### config.mk
export PLATFORM = sky130hd
export DESIGN_NAME = lightgun_latch_arb_flat
export DESIGN_NICKNAME = d
export VERILOG_FILES = /design/src/rtl/lightgun_latch_arb_if.sv /design/src/rtl/lightgun_latch_arb.sv /design/src/flat_wrapper.sv
export SDC_FILE = /design/constraint.sdc
export NUM_CORES = 1
export LEC_CHECK = 0
export ABC_AREA = 1
export BUFFER_PORTS_ARGS = -buffer_cell sky130_fd_sc_hd__buf_2
export CAP_MARGIN = 20
export CORE_ASPECT_RATIO = 0.7
export CORE_MARGIN = 2
export CORE_UTILIZATION = 32
export DETAILED_ROUTE_END_ITERATION = 8
export PLACE_DENSITY = 0.5
export RECOVER_POWER = 100
export SYNTH_ARGS = -nofsm -noshare
export SYNTH_HDL_FRONTEND = slang
export SYNTH_SLANG_ARGS = --single-unit
### constraint.sdc
create_clock -name CLK -period 1.4 [get_ports CLK]
set_input_delay 0.14 -clock CLK [delete_from_list [all_inputs] [get_ports CLK]]
set_output_delay 0.14 -clock CLK [all_outputs]
set_load 0.005 [all_outputs]
### src/rtl/lightgun_latch_arb_if.sv
// VDP2 external HV-counter latch handshake shared by the light gun arbiter
// (master) and the VDP2 latch logic (slave).
interface lightgun_latch_arb_if;
  logic LATCH_REQ;
  logic LATCH_PORT;
  logic LATCH_ACK;

  modport master (
    output LATCH_REQ,
    output LATCH_PORT,
    input  LATCH_ACK
  );

  modport slave (
    input  LATCH_REQ,
    input  LATCH_PORT,
    output LATCH_ACK
  );
endinterface

### src/rtl/lightgun_latch_arb.sv
// Arbitrates the single VDP2 EXLT latch between two light gun ports: one latch
// per gun per frame, alternating priority, TH_N held low for HOLD_PIX pixels.
module lightgun_latch_arb #(
  parameter int unsigned HOLD_PIX = 16,
  parameter int unsigned TIMEOUT  = 1023
) (
  input  logic                        CLK,
  input  logic                        RESET,
  input  logic                        CE_PIX,
  input  logic                        VDE,
  input  logic [1:0]                  EN,
  input  logic [1:0]                  SENSOR,
  input  logic                        EXLT_EN,
  lightgun_latch_arb_if.master        vdp,
  output logic [1:0]                  TH_N,
  output logic [1:0]                  DONE,
  output logic                        ERR
);

  localparam logic [7:0] HOLD_LOAD = 8'(HOLD_PIX);
  localparam logic [9:0] TMO_LIMIT = 10'(TIMEOUT);

  typedef enum logic [1:0] {IDLE, REQ, HOLD} state_t;

  state_t      state, state_n;
  logic [1:0]  s_d;
  logic        vde_d;
  logic [1:0]  pend, pend_n;
  logic [1:0]  done_n;
  logic        prio;
  logic        sel, sel_n;
  logic [7:0]  hold_cnt;
  logic [9:0]  tmo_cnt;

  logic        frame_start;
  logic [1:0]  edge_set;
  logic        start, grant, abandon, rel_th;

  always_comb begin
    frame_start = VDE & ~vde_d;
    edge_set    = SENSOR & ~s_d & EN & ~DONE;

    state_n = state;
    sel_n   = sel;
    start   = 1'b0;
    grant   = 1'b0;
    abandon = 1'b0;
    rel_th  = 1'b0;

    case (state)
      IDLE: begin
        if (EXLT_EN && (|pend)) begin
          start   = 1'b1;
          state_n = REQ;
          sel_n   = (&pend) ? prio : pend[1];
        end
      end
      REQ: begin
        // Ack outranks timeout, which outranks a plain disable
        if (vdp.LATCH_ACK) begin
          grant   = 1'b1;
          state_n = HOLD;
        end else if (tmo_cnt >= TMO_LIMIT) begin
          abandon = 1'b1;
          state_n = IDLE;
        end else if (!EXLT_EN) begin
          state_n = IDLE;
        end
      end
      HOLD: begin
        if (CE_PIX && (hold_cnt <= 8'd1)) begin
          rel_th  = 1'b1;
          state_n = IDLE;
        end
      end
      default: state_n = IDLE;
    endcase

    pend_n = pend | edge_set;
    if (grant || abandon) pend_n[sel] = 1'b0;
    if (frame_start) pend_n = '0;

    done_n = DONE;
    if (grant) done_n[sel] = 1'b1;
    if (frame_start) done_n = '0;
  end

  always_ff @(posedge CLK) begin
    if (RESET) state <= IDLE;
    else       state <= state_n;
  end

  always_ff @(posedge CLK) begin
    if (RESET) begin
      s_d      <= '0;
      vde_d    <= 1'b0;
      pend     <= '0;
      DONE     <= '0;
      prio     <= 1'b0;
      sel      <= 1'b0;
      hold_cnt <= '0;
      tmo_cnt  <= '0;
      TH_N     <= '1;
      ERR      <= 1'b0;
    end else begin
      s_d   <= SENSOR;
      vde_d <= VDE;
      pend  <= pend_n;
      DONE  <= done_n;
      sel   <= sel_n;
      ERR   <= abandon;

      if (grant) prio <= ~sel;

      if (start)
        tmo_cnt <= '0;
      else if (state == REQ && tmo_cnt != '1)
        tmo_cnt <= tmo_cnt + 10'd1;

      if (grant)
        hold_cnt <= HOLD_LOAD;
      else if (state == HOLD && CE_PIX && hold_cnt != '0)
        hold_cnt <= hold_cnt - 8'd1;

      if (grant)
        TH_N[sel] <= 1'b0;
      else if (rel_th)
        TH_N <= '1;
    end
  end

  // REQ state is itself registered, so the request line is a clean register decode
  assign vdp.LATCH_REQ  = (state == REQ);
  assign vdp.LATCH_PORT = sel;

endmodule
### src/flat_wrapper.sv
// flat-port wrapper written by rule: the top's interface ports become plain ports
module lightgun_latch_arb_flat 
#(
  parameter int unsigned HOLD_PIX = 16,
  parameter int unsigned TIMEOUT  = 1023
)
  (CLK, RESET, CE_PIX, VDE, EN, SENSOR, EXLT_EN, TH_N, DONE, ERR, vdp_LATCH_REQ, vdp_LATCH_PORT, vdp_LATCH_ACK);
  lightgun_latch_arb_if vdp_i ();
  input  logic CLK;
  input  logic RESET;
  input  logic CE_PIX;
  input  logic VDE;
  input  logic [1:0] EN;
  input  logic [1:0] SENSOR;
  input  logic EXLT_EN;
  output logic [1:0] TH_N;
  output logic [1:0] DONE;
  output logic ERR;
  output wire logic [$bits(vdp_i.LATCH_REQ)-1:0] vdp_LATCH_REQ;
  output wire logic [$bits(vdp_i.LATCH_PORT)-1:0] vdp_LATCH_PORT;
  input wire logic [$bits(vdp_i.LATCH_ACK)-1:0] vdp_LATCH_ACK;
  assign vdp_LATCH_REQ = vdp_i.LATCH_REQ;
  assign vdp_LATCH_PORT = vdp_i.LATCH_PORT;
  assign vdp_i.LATCH_ACK = vdp_LATCH_ACK;
  lightgun_latch_arb #(.HOLD_PIX(HOLD_PIX), .TIMEOUT(TIMEOUT)) u_core (.CLK(CLK), .RESET(RESET), .CE_PIX(CE_PIX), .VDE(VDE), .EN(EN), .SENSOR(SENSOR), .EXLT_EN(EXLT_EN), .vdp(vdp_i), .TH_N(TH_N), .DONE(DONE), .ERR(ERR));
endmodule
==> impl_metrics.json, run 1 <==
{
  "totalWireLength_um": 3820,
  "num_io_pins": 17,
  "yosys_register_bits": 32,
  "synth_area_leader_cell": "dfxtp_1",
  "synthAdderAreaFrac_pct": 2.35,
  "finalCritPeriodShare_pct": 94.6,
  "portBuffers": 16,
  "mostFrequentLayoutCells": "nand2_1 (66), inv_1 (30), dfxtp_1 (29)",
  "grt_pass1_wl_um": 6490,
  "r2r_slack_ps": 80,
  "postSynthAreaPerCell_sq_um": 6.95,
  "synthCells": 230,
  "min_path_cells": 3,
  "holdWs_ps": 73.5,
  "synthArstFlopShare_pct": 0,
  "intPower_mw": 1.30,
  "vdd_drop_max_mv": 0.503,
  "hold_viol": 0,
  "fin_crit_ps": 1320,
  "muxShareOfSynthArea_pct": 0,
  "cts_tree": "yes",
  "htreeDepth": 2,
  "max_cap_viol_count": 0,
  "detailed_place_hpwl_um": 2880,
  "track_usage_pct": 15.0,
  "yosysUniqueCellTypes": 28,
  "worstPathMaxFanout": 5,
  "status": "completed",
  "start_util_pct": 33.4,
  "finalWorstSetupSlack_ps": 76.0,
  "dieWidth_um": 88.5,
  "synth_top_area_share_pct": 40.1,
  "cts_root_buffer": "clkbuf_8",
  "worstPathRequired_ps": 1630,
  "startpoint": "u_core.tmo_cnt[1]$_SDFFE_PP0P_",
  "placement_rows": 21,
  "antenna_cells": 0,
  "numCtsBuffers": 5,
  "startpoint_type": "flop",
  "numClockSinks": 32,
  "hold_class": "input pin to flop",
  "antenna_found_initial": 0,
  "drt_pre_antenna_iters": 4,
  "endpoint_kind": "flop",
  "drc_errors": 0,
  "dp_worst_setup_slack_ps": 11.2,
  "rsz0062_at_grt": "true",
  "syn_area_sq_um": 1600,
  "overflow": 0,
  "grt_pass1_vias": 1381,
  "cp.arrival_ps": 1550,
  "p_sw_share_pct": 23.7,
  "layout_commonest_cell": "nand2_1",
  "post-route-util_pct": 43.0,
  "synth_warnings": 0,
  "clk_latency_ps": 280,
  "reg2regPathDepth": 10,
  "synth_ff_type": "dfxtp_1",
  "drt_iter0_markers": 137,
  "post-route-cell-area_sq_um": 2060,
  "ys_top_cells_by_area": "dfxtp_1 (40%), nand2_1 (16%), inv_1 (7.3%)",
  "ys_seq_area_share_pct": 40.1,
  "comb_power_share_pct": 6.5,
  "p_switching_mw": 0.405,
  "dieArea_sq_um": 5580,
  "place_area_sq_um": 1910,
  "setup_viol": 0,
  "layout.nets": 288,
  "drive_gt1_share_pct": 22.5,
  "seq_power_share_pct": 54.5,
  "r2r_start": "u_core.tmo_cnt[1]$_SDFFE_PP0P_",
  "postCtsHoldBufs": 0,
  "clock_skew_ps": 6.27,
  "leakagePower_nw": 0.901,
  "routedWlPerCell_um": 11.1,
  "area.growth.synth_to_final_pct": 28.7,
  "p_per_area_nw_per_um2": 829,
  "synth_edf_count": 0,
  "vias": 1494,
  "synth_top_family_by_area": "simple AND/OR/NAND/NOR gates",
  "synth_compound_area_share_pct": 12.7,
  "tightest_slew_ps": 480,
  "core_area_sq_um": 4780,
  "worstSetupPathType": "flop to flop",
  "hold_end": "u_core.s_d[0]$_SDFF_PP0_",
  "drt-vias-per-instance": 4.34,
  "hold_start": "SENSOR[0]",
  "synth_nets": 243,
  "ant_nets": 0,
  "synthSimpleGateAreaFrac_pct": 33.8,
  "slew_violations": 0,
  "p_clk_share_pct": 39.0,
  "place.gp.congestion": 0.799,
  "fp.dieH_um": 63.1,
  "timing.fmax_ghz": 0.755,
  "cts_buffer_depth": 2,
  "grt_max_degree": 11,
  "relSlewSlack_pct": 68.0,
  "path_clk_slew_ps": 70,
  "power_mw": 1.71,
  "r2r-end": "u_core.tmo_cnt[2]$_SDFFE_PP0P_",
  "synth_xor_area_share_pct": 3.29
}
-- cells in the mapped netlist, drive strengths merged (2+ instances only) --
| master | number |
|---|---|
| nand2 | 71 |
| dfxtp | 32 |
| inv | 32 |
| nor2 | 28 |
| a21oi | 21 |
| nand3 | 13 |
| o21ai | 9 |
| nand4 | 4 |
| ha | 3 |
| xnor2 | 3 |
| xor2 | 3 |
| a31oi | 2 |
| nor3 | 2 |
-- power by group through the flow --
stage	Clock (mW)	Combinational (mW)	Sequential, mW
floorplan	0	0.0602	0.949
global placement	0	0.110	0.950
detailed placement	0	0.109	0.950
CTS	0.685	0.110	0.929
global route	0.743	0.124	0.931
finish	0.666	0.110	0.930
-- per-stage QoR --
stage                     setup TNS, ps  cells
final                                 0    344
after global routing               -103    344
after CTS                             0    341
after detailed placement              0    333
after global placement                0    333
after floorplan                       0    230
-- worst max-delay path by stage --
stage / end / slack (ps) / cells past startpoint
after floorplan: u_core.tmo_cnt[9]$_SDFFE_PP0P_ / 100 / 8
after detailed placement: u_core.hold_cnt[2]$_SDFFE_PP0P_ / 10 / 7
final: u_core.tmo_cnt[2]$_SDFFE_PP0P_ / 80 / 10
after global routing: u_core.tmo_cnt[2]$_SDFFE_PP0P_ / -50 / 10
after CTS: u_core.hold_cnt[2]$_SDFFE_PP0P_ / 30 / 7
after global placement: u_core.hold_cnt[1]$_SDFFE_PP0P_ / 0.5 / 8
-- logic make-up after synthesis --
family,after synthesis
buffers and inverters,33
flip-flops,32
XOR/XNOR,6
adder cells (fa/ha/maj),3
AO/OA/AOI/OAI,36
AND/OR/NAND/NOR,120
-- flip-flops by register name (all words and copies together) (netlist names) --
name	cells
u_core.s_d	2
u_core.pend	2
u_core.vdp.LATCH_PORT	1
u_core.DONE	2
u_core.vde_d	1
u_core.hold_cnt	8
u_core.state	2
u_core.tmo_cnt	10
u_core.ERR	1
u_core.TH_N	2
u_core.prio	1
-- area by class of cell --
type / instances / area (sq um)
multi-input combinational: 166 / 880
tap: 69 / 86.3
clock inverter: 1 / 5.00
inverter: 32 / 120
clock buffer: 6 / 72.6
timing repair buffer: 38 / 249
sequential: 32 / 644
fill: 509 / 2730
-- routing by layer --
layer	up-vias	part of all wire, %	track usage [%]	routed length (um)
met5	-	0	0	0
met4	0	0.31	2.84	12
met3	2	5.4	4.72	206
met2	35	33	18.0	1270
met1	639	61	25.1	2330
li1	818	-	-	-
-- critical path: stages, from the launching register on --
cell and delay (ps):
dfxtp_2 360, ha_4 140, nand3_2 100, nor2_2 150, nand2_2 90, nand2_4 120
buf_12 110, nand2_1 40, o21ai_1 60, nand2_1 60, inv_1 50
-- timing repair --
action                                 CTS  global route
setup endpoints to repair                2            20
gates cloned                             1             0
gates resized for setup                  0            13
endpoints found under the hold margin    0             0
pin swaps                                1             6
buffers inserted                         0             3
(Power assumes the default switching activity.)
==> run 2, diff against run 1 <==
==> constraint.sdc (replaced) <==
create_clock -name CLK -period 1.3 [get_ports CLK]
set_input_delay 0.195 -clock CLK [delete_from_list [all_inputs] [get_ports CLK]]
set_output_delay 0.195 -clock CLK [all_outputs]
set_load 0.005 [all_outputs]
==> impl_metrics.json, run 2 (synthesized netlist as in run 1, its figures left out) <==
{
  "status": "completed",
  "critPathSlowestCell": "dfxtp_2",
  "mostFrequentLayoutCells": "nand2_1 (61), inv_1 (26), dfxtp_1 (25)",
  "timing.fmax_ghz": 0.792,
  "max_cap_viol_count": 0,
  "clock_skew_ps": 3.80,
  "reg2regPathDepth": 7,
  "vdd_drop_max_mv": 0.335,
  "antenna_cells": 0,
  "finalWorstSetupSlack_ps": 37.8,
  "dp_worst_setup_slack_ps": -6.76,
  "relSlewSlack_pct": 80.8,
  "fin_crit_ps": 1260,
  "vias": 1567,
  "area.growth.synth_to_final_pct": 36.4,
  "place_area_sq_um": 1930,
  "finalCritPeriodShare_pct": 97.1,
  "drc_errors": 0,
  "endpoint_kind": "flop",
  "endpoint": "u_core.tmo_cnt[0]$_SDFFE_PP0P_",
  "max_stage_delay_ps": 350,
  "cp.arrival_ps": 1470,
  "num_io_pins": 17,
  "worstSetupPathType": "flop to flop",
  "drive_gt1_share_pct": 32.5,
  "setup_viol": 0,
  "worstPathMaxFanout": 5,
  "portBuffers": 16,
  "post-route-util_pct": 45.6,
  "hold_viol": 0,
  "place_inst": 334,
  "core_area_sq_um": 4780,
  "antenna_found_initial": 0,
  "layout.nets": 292,
  "startpoint_type": "flop",
  "gr-usage-met2_pct": 18.1,
  "grt_pass1_vias": 1302,
  "top_regs": "u_core.tmo_cnt (10), u_core.hold_cnt (8)",
  "hold_class": "input pin to flop",
  "cts_buffer_depth": 2,
  "final-seq-area_sq_um": 649,
  "met3_usage_pct": 4.06,
  "numCtsBuffers": 5,
  "startpoint": "u_core.tmo_cnt[0]$_SDFFE_PP0P_",
  "drt-vias-per-instance": 4.49,
  "drt_iter0_markers": 61,
  "dieArea_sq_um": 5580,
  "overflow": 0,
  "grt_busiest_layer": "met1",
  "p_per_area_nw_per_um2": 881,
  "slew_violations": 0,
  "place.gp.congestion": 0.752,
  "layout_commonest_cell": "nand2_1",
  "r2r_slack_ps": 40,
  "cts_tree": "yes",
  "path_clk_slew_ps": 70,
  "tightest_slew_ps": 288,
  "largest_register_ffs": 10,
  "cp_num_cells": 7,
  "fin_cells": 349,
  "numClockSinks": 32,
  "cp_cell_sequence": "ha_4, nand3_4, nor2_4, nand2_4, nand2_2, nand2_1, a21oi_1",
  "routedWlPerCell_um": 11.4,
  "cp.buffers_inverters": 0,
  "totalWireLength_um": 3970,
  "post-route-cell-area_sq_um": 2180,
  "worstPathRequired_ps": 1500,
  "detailed_place_hpwl_um": 2890,
  "placement_rows": 21,
  "top_register": "u_core.tmo_cnt",
  "grt_pass1_wl_um": 6270,
  "grt_max_degree": 11,
  "holdWs_ps": 127,
  "r2r_start": "u_core.tmo_cnt[0]$_SDFFE_PP0P_",
  "htreeDepth": 2,
  "leakagePower_nw": 0.958,
  "multi_input_area_sq_um": 950,
  "fp.dieH_um": 63.1,
  "dieWidth_um": 88.5,
  "clk_latency_ps": 280,
  "drt_pre_antenna_iters": 4,
  "start_util_pct": 33.4,
  "r2r-end": "u_core.tmo_cnt[0]$_SDFFE_PP0P_",
  "ant_nets": 0,
  "fillers": 494,
  "crit_family": "simple AND/OR/NAND/NOR gates",
  "track_usage_pct": 14.6,
  "use_met1_pct": 23.8,
  "cts_root_buffer": "clkbuf_8"
}
-- run 2: cell count changes in the layout (fill, tap and decap cells not counted), moves of 3 or more --
cell | previous run | this run
nand2_2 | 3 | 8
buf_4 | 20 | 24
dfxtp_1 | 29 | 25
clkbuf_1 | 6 | 3
nand2_1 | 66 | 61
inv_1 | 30 | 26
nor2_1 | 23 | 18
dfxtp_2 | 3 | 7
nor2_2 | 1 | 6
-- run 2: how the worst min path moves through the flow --
stage / cells after the start / end / startpoint / slack, ps
after floorplan: 2 / u_core.vde_d$_SDFF_PP0_ / VDE / 320
after global placement: 3 / u_core.s_d[1]$_SDFF_PP0_ / SENSOR[1] / 410
after detailed placement: 3 / u_core.s_d[1]$_SDFF_PP0_ / SENSOR[1] / 420
after CTS: 3 / u_core.s_d[1]$_SDFF_PP0_ / SENSOR[1] / 130
after global routing: 3 / u_core.s_d[1]$_SDFF_PP0_ / SENSOR[1] / 130
final: 3 / u_core.s_d[1]$_SDFF_PP0_ / SENSOR[1] / 130
-- run 2: layout make-up --
cell class	instances	area share, %
clock buffers	6	3.79
clock inverters	2	0.459
inverters	32	5.74
multi-input cells	167	43.6
flip-flops and latches	32	29.8
well taps	69	3.96
repair buffers	41	12.7
-- run 2: metrics by stage --
stage	TNS, ps	power (mW)
floorplan	-1.66	1.09
global placement	-2.37	1.14
detailed placement	-13.4	1.14
CTS	0	1.94
global route	-13.0	2.02
finish	0	1.92
-- run 2: what timing repair did --
action,4_1_cts,5_1_grt
gates cloned,0,2
endpoints found under the setup margin,9,23
pin swaps,0,13
setup buffers,0,5
resized for setup,2,35
hold buffers,0,0
-- run 2: routing by layer --
layer | wire length, um | part of all wire [%]
met2 | 1400 | 35
met3 | 262 | 6.6
met5 | 0 | 0
met4 | 26 | 0.65
met1 | 2280 | 57
-- run 2: where the power goes --
part / switching [mW] / internal [mW]
combinational: 0.0796 / 0.0547
clock: 0.363 / 0.422
sequential: 0.00775 / 0.995
total: 0.450 / 1.47
-- run 2: worst min-delay path, cell delays in order --
cell    delay [ps]
buf_2           70
inv_1           40
nor2_1          70
